`src/rtl/fp_special_case_pipe_if.sv`:
```
// Handshake/data bundle for fp_special_case_pipe.
// The slave modport is the view taken by the special-case unit itself;
// the master modport is the view of whoever feeds operands and drains results.
interface fp_special_case_pipe_if #(
  parameter int EXP_W = 8,
  parameter int MAN_W = 23,
  parameter int CNT_W = 16
);
  localparam int W = EXP_W + MAN_W + 1;

  // upstream side
  logic             i_valid;
  logic             o_ready;
  logic             i_op_sub;
  logic [W-1:0]     i_opa;
  logic [W-1:0]     i_opb;

  // downstream side
  logic             o_valid;
  logic             i_ready;
  logic             o_special;
  logic [1:0]       o_class;
  logic [W-1:0]     o_result;

  // status
  logic             o_flag_inv;
  logic             i_flag_clr;
  logic [CNT_W-1:0] o_bypass_cnt;

  modport slave (
    input  i_valid, i_op_sub, i_opa, i_opb, i_ready, i_flag_clr,
    output o_ready, o_valid, o_special, o_class, o_result, o_flag_inv, o_bypass_cnt
  );

  modport master (
    output i_valid, i_op_sub, i_opa, i_opb, i_ready, i_flag_clr,
    input  o_ready, o_valid, o_special, o_class, o_result, o_flag_inv, o_bypass_cnt
  );
endinterface

```
`src/rtl/fp_special_case_pipe.sv`:
```
// fp_special_case_pipe
// Two-stage special-case unit for the FP add/sub datapath. Stage 1 registers
// the operand classification (NaN / sNaN / Inf and, with flush-to-zero, zero),
// stage 2 registers the IEEE-754 bypass decision and result. Both stages use
// a valid/ready handshake with full throughput and hold data under stall.
// A sticky invalid flag and a saturating count of bypassed results are kept.
//
// Optional feature: define FP_PSC_FTZ_EN to treat subnormal operands as zero
// and to bypass the zero +/- zero case with a correctly signed zero. Without
// it, zero and subnormal operands always go through the mantissa datapath.
module fp_special_case_pipe #(
  parameter int EXP_W = 8,
  parameter int MAN_W = 23,
  parameter int CNT_W = 16
) (
  input  logic                  i_clk,
  input  logic                  i_rst_n,
  fp_special_case_pipe_if.slave bus
);

  localparam int W = EXP_W + MAN_W + 1;

  localparam logic [1:0] CLS_NORMAL = 2'b00;
  localparam logic [1:0] CLS_QNAN   = 2'b01;
  localparam logic [1:0] CLS_PINF   = 2'b10;
  localparam logic [1:0] CLS_NEG    = 2'b11;

  // Canonical quiet NaN: positive, all-ones exponent, only the quiet bit set.
  localparam logic [W-1:0]     QNAN_VAL = {1'b0, {EXP_W{1'b1}}, 1'b1, {(MAN_W-1){1'b0}}};
  localparam logic [CNT_W-1:0] CNT_ONE  = {{(CNT_W-1){1'b0}}, 1'b1};
  localparam logic [CNT_W-1:0] CNT_MAX  = {CNT_W{1'b1}};

  // Per-operand classification carried from stage 1 to stage 2. The sign of
  // operand b is already the effective sign (subtraction folded in).
  typedef struct packed {
    logic nan;
    logic snan;
    logic inf;
`ifdef FP_PSC_FTZ_EN
    logic zero;
`endif
    logic sign;
  } opcls_t;

  // Classify one operand from its sign, exponent and stored mantissa.
  function automatic opcls_t classify(input logic             sign,
                                      input logic [EXP_W-1:0] exp_f,
                                      input logic [MAN_W-1:0] man_f);
    opcls_t c;
    logic   e1;
    logic   mz;
    e1     = &exp_f;
    mz     = ~|man_f;
    c.sign = sign;
    c.nan  = e1 & ~mz;
    c.snan = e1 & ~mz & ~man_f[MAN_W-1];
    c.inf  = e1 & mz;
`ifdef FP_PSC_FTZ_EN
    // Zero or subnormal: both have an all-zero exponent field.
    c.zero = ~|exp_f;
`endif
    return c;
  endfunction

  // Signed infinity encoding.
  function automatic logic [W-1:0] inf_val(input logic sign);
    return {sign, {EXP_W{1'b1}}, {MAN_W{1'b0}}};
  endfunction

`ifdef FP_PSC_FTZ_EN
  // Signed zero encoding.
  function automatic logic [W-1:0] zero_val(input logic sign);
    return {sign, {(W-1){1'b0}}};
  endfunction
`endif

  // ---------------------------------------------------------------------------
  // Handshake
  // ---------------------------------------------------------------------------
  logic s1_valid_r;
  opcls_t s1_a_r;
  opcls_t s1_b_r;

  logic             o_valid_r;
  logic             o_special_r;
  logic [1:0]       o_class_r;
  logic [W-1:0]     o_result_r;
  logic             s2_inv_r;
  logic             o_flag_inv_r;
  logic [CNT_W-1:0] o_bypass_cnt_r;

  logic s2_adv_s;
  logic o_ready_s;
  logic out_fire_s;
  logic byp_fire_s;

  assign s2_adv_s   = ~o_valid_r | bus.i_ready;
  assign o_ready_s  = ~s1_valid_r | s2_adv_s;
  assign out_fire_s = o_valid_r & bus.i_ready;
  assign byp_fire_s = out_fire_s & o_special_r;

  // ---------------------------------------------------------------------------
  // Stage 1: classification of both operands
  // ---------------------------------------------------------------------------
  opcls_t cls_a_s;
  opcls_t cls_b_s;

  assign cls_a_s = classify(bus.i_opa[W-1],
                            bus.i_opa[W-2 -: EXP_W],
                            bus.i_opa[MAN_W-1:0]);
  assign cls_b_s = classify(bus.i_opb[W-1] ^ bus.i_op_sub,
                            bus.i_opb[W-2 -: EXP_W],
                            bus.i_opb[MAN_W-1:0]);

  // Stage 1 register: take a new operand pair whenever the stage can move.
  always_ff @(posedge i_clk or negedge i_rst_n) begin
    if (!i_rst_n) begin
      s1_valid_r <= 1'b0;
      s1_a_r     <= '0;
      s1_b_r     <= '0;
    end else if (o_ready_s) begin
      s1_valid_r <= bus.i_valid;
      if (bus.i_valid) begin
        s1_a_r <= cls_a_s;
        s1_b_r <= cls_b_s;
      end
    end
  end

  // ---------------------------------------------------------------------------
  // Stage 2: bypass decision in priority order
  // ---------------------------------------------------------------------------
  logic         d_special_s;
  logic [1:0]   d_class_s;
  logic [W-1:0] d_result_s;
  logic         d_inv_s;

  // Resolve NaN, Inf - Inf, single Inf and (optionally) zero +/- zero.
  always_comb begin
    d_special_s = 1'b0;
    d_class_s   = CLS_NORMAL;
    d_result_s  = {W{1'b0}};
    d_inv_s     = 1'b0;
    if (s1_a_r.nan | s1_b_r.nan) begin
      // Any NaN propagates as the canonical qNaN; signalling NaN raises invalid.
      d_special_s = 1'b1;
      d_class_s   = CLS_QNAN;
      d_result_s  = QNAN_VAL;
      d_inv_s     = s1_a_r.snan | s1_b_r.snan;
    end else if (s1_a_r.inf & s1_b_r.inf & (s1_a_r.sign ^ s1_b_r.sign)) begin
      // Effective Inf - Inf has no defined value.
      d_special_s = 1'b1;
      d_class_s   = CLS_QNAN;
      d_result_s  = QNAN_VAL;
      d_inv_s     = 1'b1;
    end else if (s1_a_r.inf) begin
      d_special_s = 1'b1;
      d_class_s   = s1_a_r.sign ? CLS_NEG : CLS_PINF;
      d_result_s  = inf_val(s1_a_r.sign);
      d_inv_s     = 1'b0;
    end else if (s1_b_r.inf) begin
      d_special_s = 1'b1;
      d_class_s   = s1_b_r.sign ? CLS_NEG : CLS_PINF;
      d_result_s  = inf_val(s1_b_r.sign);
      d_inv_s     = 1'b0;
`ifdef FP_PSC_FTZ_EN
    end else if (s1_a_r.zero & s1_b_r.zero) begin
      // Round-to-nearest: the sum of two zeros is -0 only when both are -0.
      d_special_s = 1'b1;
      d_class_s   = CLS_NEG;
      d_result_s  = zero_val(s1_a_r.sign & s1_b_r.sign);
      d_inv_s     = 1'b0;
`endif
    end else begin
      d_special_s = 1'b0;
      d_class_s   = CLS_NORMAL;
      d_result_s  = {W{1'b0}};
      d_inv_s     = 1'b0;
    end
  end

  // Stage 2 register: load the decision when the output slot frees up, else hold.
  always_ff @(posedge i_clk or negedge i_rst_n) begin
    if (!i_rst_n) begin
      o_valid_r   <= 1'b0;
      o_special_r <= 1'b0;
      o_class_r   <= CLS_NORMAL;
      o_result_r  <= {W{1'b0}};
      s2_inv_r    <= 1'b0;
    end else if (s2_adv_s) begin
      o_valid_r <= s1_valid_r;
      if (s1_valid_r) begin
        o_special_r <= d_special_s;
        o_class_r   <= d_class_s;
        o_result_r  <= d_result_s;
        s2_inv_r    <= d_inv_s;
      end
    end
  end

  // ---------------------------------------------------------------------------
  // Status: sticky invalid flag and saturating bypass counter
  // ---------------------------------------------------------------------------

  // Sticky invalid flag; a new invalid result wins over a same-cycle clear.
  always_ff @(posedge i_clk or negedge i_rst_n) begin
    if (!i_rst_n) begin
      o_flag_inv_r <= 1'b0;
    end else if (out_fire_s & s2_inv_r) begin
      o_flag_inv_r <= 1'b1;
    end else if (bus.i_flag_clr) begin
      o_flag_inv_r <= 1'b0;
    end
  end

  // Bypass counter; a clear coinciding with a bypass leaves a count of one.
  always_ff @(posedge i_clk or negedge i_rst_n) begin
    if (!i_rst_n) begin
      o_bypass_cnt_r <= {CNT_W{1'b0}};
    end else if (bus.i_flag_clr) begin
      o_bypass_cnt_r <= byp_fire_s ? CNT_ONE : {CNT_W{1'b0}};
    end else if (byp_fire_s && (o_bypass_cnt_r != CNT_MAX)) begin
      o_bypass_cnt_r <= o_bypass_cnt_r + CNT_ONE;
    end
  end

  assign bus.o_ready      = o_ready_s;
  assign bus.o_valid      = o_valid_r;
  assign bus.o_special    = o_special_r;
  assign bus.o_class      = o_class_r;
  assign bus.o_result     = o_result_r;
  assign bus.o_flag_inv   = o_flag_inv_r;
  assign bus.o_bypass_cnt = o_bypass_cnt_r;

endmodule

```
`src/flat_wrapper.sv`:
```
// flat-port wrapper written by rule: the top's interface ports become plain ports
module fp_special_case_pipe_flat 
#(
  parameter int EXP_W = 8,
  parameter int MAN_W = 23,
  parameter int CNT_W = 16
)
  (i_clk, i_rst_n, bus_i_valid, bus_i_op_sub, bus_i_opa, bus_i_opb, bus_i_ready, bus_i_flag_clr, bus_o_ready, bus_o_valid, bus_o_special, bus_o_class, bus_o_result, bus_o_flag_inv, bus_o_bypass_cnt);
  fp_special_case_pipe_if #(.EXP_W(EXP_W), .MAN_W(MAN_W), .CNT_W(CNT_W)) bus_i ();
  input  logic i_clk;
  input  logic i_rst_n;
  input wire logic [$bits(bus_i.i_valid)-1:0] bus_i_valid;
  input wire logic [$bits(bus_i.i_op_sub)-1:0] bus_i_op_sub;
  input wire logic [$bits(bus_i.i_opa)-1:0] bus_i_opa;
  input wire logic [$bits(bus_i.i_opb)-1:0] bus_i_opb;
  input wire logic [$bits(bus_i.i_ready)-1:0] bus_i_ready;
  input wire logic [$bits(bus_i.i_flag_clr)-1:0] bus_i_flag_clr;
  output wire logic [$bits(bus_i.o_ready)-1:0] bus_o_ready;
  output wire logic [$bits(bus_i.o_valid)-1:0] bus_o_valid;
  output wire logic [$bits(bus_i.o_special)-1:0] bus_o_special;
  output wire logic [$bits(bus_i.o_class)-1:0] bus_o_class;
  output wire logic [$bits(bus_i.o_result)-1:0] bus_o_result;
  output wire logic [$bits(bus_i.o_flag_inv)-1:0] bus_o_flag_inv;
  output wire logic [$bits(bus_i.o_bypass_cnt)-1:0] bus_o_bypass_cnt;
  assign bus_i.i_valid = bus_i_valid;
  assign bus_i.i_op_sub = bus_i_op_sub;
  assign bus_i.i_opa = bus_i_opa;
  assign bus_i.i_opb = bus_i_opb;
  assign bus_i.i_ready = bus_i_ready;
  assign bus_i.i_flag_clr = bus_i_flag_clr;
  assign bus_o_ready = bus_i.o_ready;
  assign bus_o_valid = bus_i.o_valid;
  assign bus_o_special = bus_i.o_special;
  assign bus_o_class = bus_i.o_class;
  assign bus_o_result = bus_i.o_result;
  assign bus_o_flag_inv = bus_i.o_flag_inv;
  assign bus_o_bypass_cnt = bus_i.o_bypass_cnt;
  fp_special_case_pipe #(.EXP_W(EXP_W), .MAN_W(MAN_W), .CNT_W(CNT_W)) u_core (.i_clk(i_clk), .i_rst_n(i_rst_n), .bus(bus_i));
endmodule
```
`config.mk`:
```
export PLATFORM = sky130hd
export DESIGN_NAME = fp_special_case_pipe_flat
export DESIGN_NICKNAME = d
export VERILOG_FILES = /design/src/rtl/fp_special_case_pipe_if.sv /design/src/rtl/fp_special_case_pipe.sv /design/src/flat_wrapper.sv
export SDC_FILE = /design/constraint.sdc
export NUM_CORES = 1
export LEC_CHECK = 0
export CAP_MARGIN = 10
export CORE_AREA = 2 2 77 79
export CTS_BUF_LIST = sky130_fd_sc_hd__clkbuf_16
export DETAILED_ROUTE_END_ITERATION = 8
export DIE_AREA = 0 0 79 81
export GPL_TIMING_DRIVEN = 1
export PLACE_DENSITY = 0.79
export SKIP_LAST_GASP = 1
export SLEW_MARGIN = 0
export SYNTH_ARGS = -nofsm -noshare
export SYNTH_HDL_FRONTEND = slang
export SYNTH_SLANG_ARGS = --single-unit
```
`constraint.sdc`:
```
create_clock -name i_clk -period 2.3 [get_ports i_clk]
set_input_delay 0.345 -clock i_clk [delete_from_list [all_inputs] [get_ports i_clk]]
set_output_delay 0.345 -clock i_clk [all_outputs]
set_load 0.1 [all_outputs]
```
==> run_results.csv <==
group,metric,value,unit
cts,clk_latency,0.28,ns
pwr,pwr-share-comb,34.6,%
min_path,hold_path.class,"primary input to asynchronous set/reset pin",
synth,synthDistinctLibCells,42,
sta,grt_setup_unrepaired,"false",
cts,clk_pin_slew,0.05,ns
finish,fillers,553,
worst_setup_path,critPathLaunch,"bus_i_ready",
finish,nets,395,
finish,syn2layout_area_growth,55.6,%
synth,syn-instance-count,220,
sta,holdWs,0.477,ns
worst_setup_path,path_class,"primary input to flop",
pwr,power_leakage,1.27,nW
worst_setup_path,r2r_end,"u_core.bus.o_bypass_cnt[14]$_DFFE_PN0P_",
pwr,irDropWorstVdd,442,uV
cts,cts_resized,0,
finish,drive_gt1_share,24.3,%
synth,synth.top_cell.area_share,41.4,%
run_status,run_status,"finished clean",
synth,synth_top_area_cell,"dfrtp_1",
synth,synth_warnings,0,
sta,fin_crit,2.16,ns
pwr,seqPwrFrac,32.7,%
pwr,powerDensity,618,mW/mm2
grt,grt_max_degree,34,
cts,cts_tree,"done",
die,start_util,35.2,%
synth,syn-cell-area,0.00200,mm2
placement,port_buffers,101,
die,die_h,81,um
detailed_routing,wl_per_cell,12.8,um
placement,dpl.hpwl,4220,um
run,max_cap_viol_count,0,
sta,finalCritPeriodShare,94.1,%
sta,slew_violations,0,
worst_setup_path,worst-path-max-fanout,9,
worst_setup_path,reg2reg_from,"u_core.bus.o_bypass_cnt[0]$_DFFE_PN0P_",
worst_setup_path,crit_path_end_kind,"flop",
sta,setup_tns,0,ns
die,rows,28,
sta,hold_violations,0,
detailed_routing,dr.pass1.iters,4,
synth,synth.avg_cell_area,9.08,um2
synth,ys_seq_elements,33,
worst_setup_path,start_kind,"primary input",
cts,numCtsBuffers,5,
cts,post_cts_buffers,0,
pwr,p_int,1.17,mW
detailed_routing,drtAntennaViolNets,0,
grt,grt_pass1_vias,1947,
sta,fin_skew,0.00191,ns
finish,final_cell_count_no_fill,400,
detailed_routing,vias_per_cell,5.04,
sta,setup_viol,0,
grt,grt_remaining_overflow,0,
worst_setup_path,critPathArrivalTime,2.35,ns
worst_setup_path,rrSetupSlack,0.22,ns
pwr,clockPowerShare,32.7,%
detailed_routing,vias,2016,
die,core,0.00568,mm2
placement,globalplace.congestion,0.809,
detailed_routing,totalWireLength,5120,um
finish,n_antenna_cell,0,
die,ios,124,
synth,ys_seq_area_share,41.4,%
cts,clk_path_buf_depth,2,
cts,cts_root_buf,"clkbuf_16",
detailed_routing,first_iter_violations,118,
pwr,switchingPower,0.747,mW
synth,synthTopCellsByArea,"dfrtp_1 41%, buf_4 11%, o31ai_1 4.5%",
sta,clock.fmax,462,MHz
cts,holdBufCountCts,0,
grt,antenna_found_initial,0,
die,dieArea,0.00640,mm2
pwr,power,1.92,mW
worst_setup_path,critical_path_required,2.49,ns
pwr,swShare,38.9,%
grt,grt_first_pass_wirelength,8260,um
grt,grtUsageTotal,16.4,%
cts,htreeDepth,2,
die,die_w,79,um
cts,numClockSinks,33,
worst_setup_path,ff2ff_path_depth,6,
placement,dp_cells,392,
detailed_routing,remaining_drc_errors,0,
-- Yosys cell counts --
master and number:
buf_4 30, a31oi_1 1, and2_1 1, a21oi_1 15
o22ai_1 1, nor4b_1 2, nor2b_1 1, or2b_1 1
a41oi_1 1, or3_1 1, or4_1 9, o41ai_1 3
nor3_1 4, nor4_1 11, buf_2 2, ha_1 1
or2_2 1, nand3_2 1, or4b_2 1, nand3_1 5
a221oi_1 1, xnor2_1 2, conb_1 1, nand3b_1 1
and4_1 1, nand4_2 1, and3b_2 1, nand2b_1 5
or3_2 1, mux2_2 3, a22o_1 2, clkbuf_1 3
or3b_2 1, o21ai_0 11, or4_2 2, o31ai_1 12
inv_1 6, nor2_1 7, dfrtp_1 33, nand4_1 11
nand2_1 22, and3_2 1
-- worst max-delay path, stage by stage --
cell and delay, ns:
clkdlybuf4s50_1 0.54, nand3_2 0.10, or4_1 0.68, or4_1 0.52
a21oi_1 0.16
-- power groups by stage --
stage               Clock, mW  Combinational, mW  Sequential (mW)
finish                  0.628              0.664            0.628
global route            0.669              0.691            0.631
floorplan                   0              0.447            0.702
global placement            0              0.662            0.636
detailed placement          0              0.667            0.637
CTS                     0.650              0.668            0.627
-- stage by stage --
step	util [%]	setup WS (ns)	instance area (um2)
6_report	54.7	0.136	3110
5_1_grt	54.7	0.0590	3110
4_1_cts	54.7	0.148	3110
3_5_place_dp	52.3	-0.125	2970
3_3_place_gp	52.3	-0.0718	2970
2_1_floorplan	-	-0.0760	2100
-- state kept, by name (all words and copies together) (netlist names) --
signal and count:
u_core.bus.o_bypass_cnt 16, u_core.bus.o_class 2, u_core.bus.o_flag_inv 1, u_core.bus.o_result 2, u_core.bus.o_special 1, u_core.bus.o_valid 1, u_core.s1_a_r 4, u_core.s1_b_r 4
u_core.s1_valid_r 1, u_core.s2_inv_r 1
-- layer usage --
layer / track usage (%) / vias to the layer above / part of all wire, %
li1: - / 982 / -
met1: 17.5 / 947 / 39
met2: 31.4 / 82 / 53
met3: 4.89 / 5 / 7.3
met4: 4.66 / 0 / 1.0
met5: 0 / - / 0
-- kinds of logic after synthesis --
family          synth area share, %
buf+inv                        13.5
other cells                   0.188
fa+ha+maj                     0.626
xor+xnor                      0.877
flops                          41.4
compound gates                 14.7
mux                            1.69
simple gates                   27.1
-- layout by cell type, fill, tap and decap left out, types with 6 or more instances in the layout --
master           count
conb_1              22
nand4_1             11
inv_1                6
nor2_1               7
buf_4               41
clkdlybuf4s50_1     69
or4_1                9
o31ai_1             12
dfrtp_2             15
dfrtp_1             17
a21oi_1             15
nand2_1             22
nor4_1              11
o21ai_0             11
-- how the worst max path moves through the flow --
stage	endpoint	slack [ns]
3_5_place_dp	u_core.bus.o_bypass_cnt[9]$_DFFE_PN0P_	-0.12
6_report	u_core.bus.o_bypass_cnt[13]$_DFFE_PN0P_	0.14
5_1_grt	u_core.bus.o_bypass_cnt[13]$_DFFE_PN0P_	0.06
3_3_place_gp	u_core.bus.o_bypass_cnt[11]$_DFFE_PN0P_	-0.07
4_1_cts	u_core.bus.o_bypass_cnt[13]$_DFFE_PN0P_	0.15
2_1_floorplan	u_core.bus.o_bypass_cnt[4]$_DFFE_PN0P_	-0.08
-- area by class of cell --
class | instances | area (um2) | area share, %
Inverter | 6 | 26.3 | 0.846
Sequential cell | 33 | 848 | 27.3
Timing Repair Buffer | 111 | 1020 | 32.8
Clock buffer | 5 | 125 | 4.03
Clock inverter | 3 | 13.8 | 0.443
Tap cell | 75 | 93.8 | 3.02
Multi-Input combinational cell | 167 | 981 | 31.6
No activity file was read; power rests on OpenSTA's default activity.
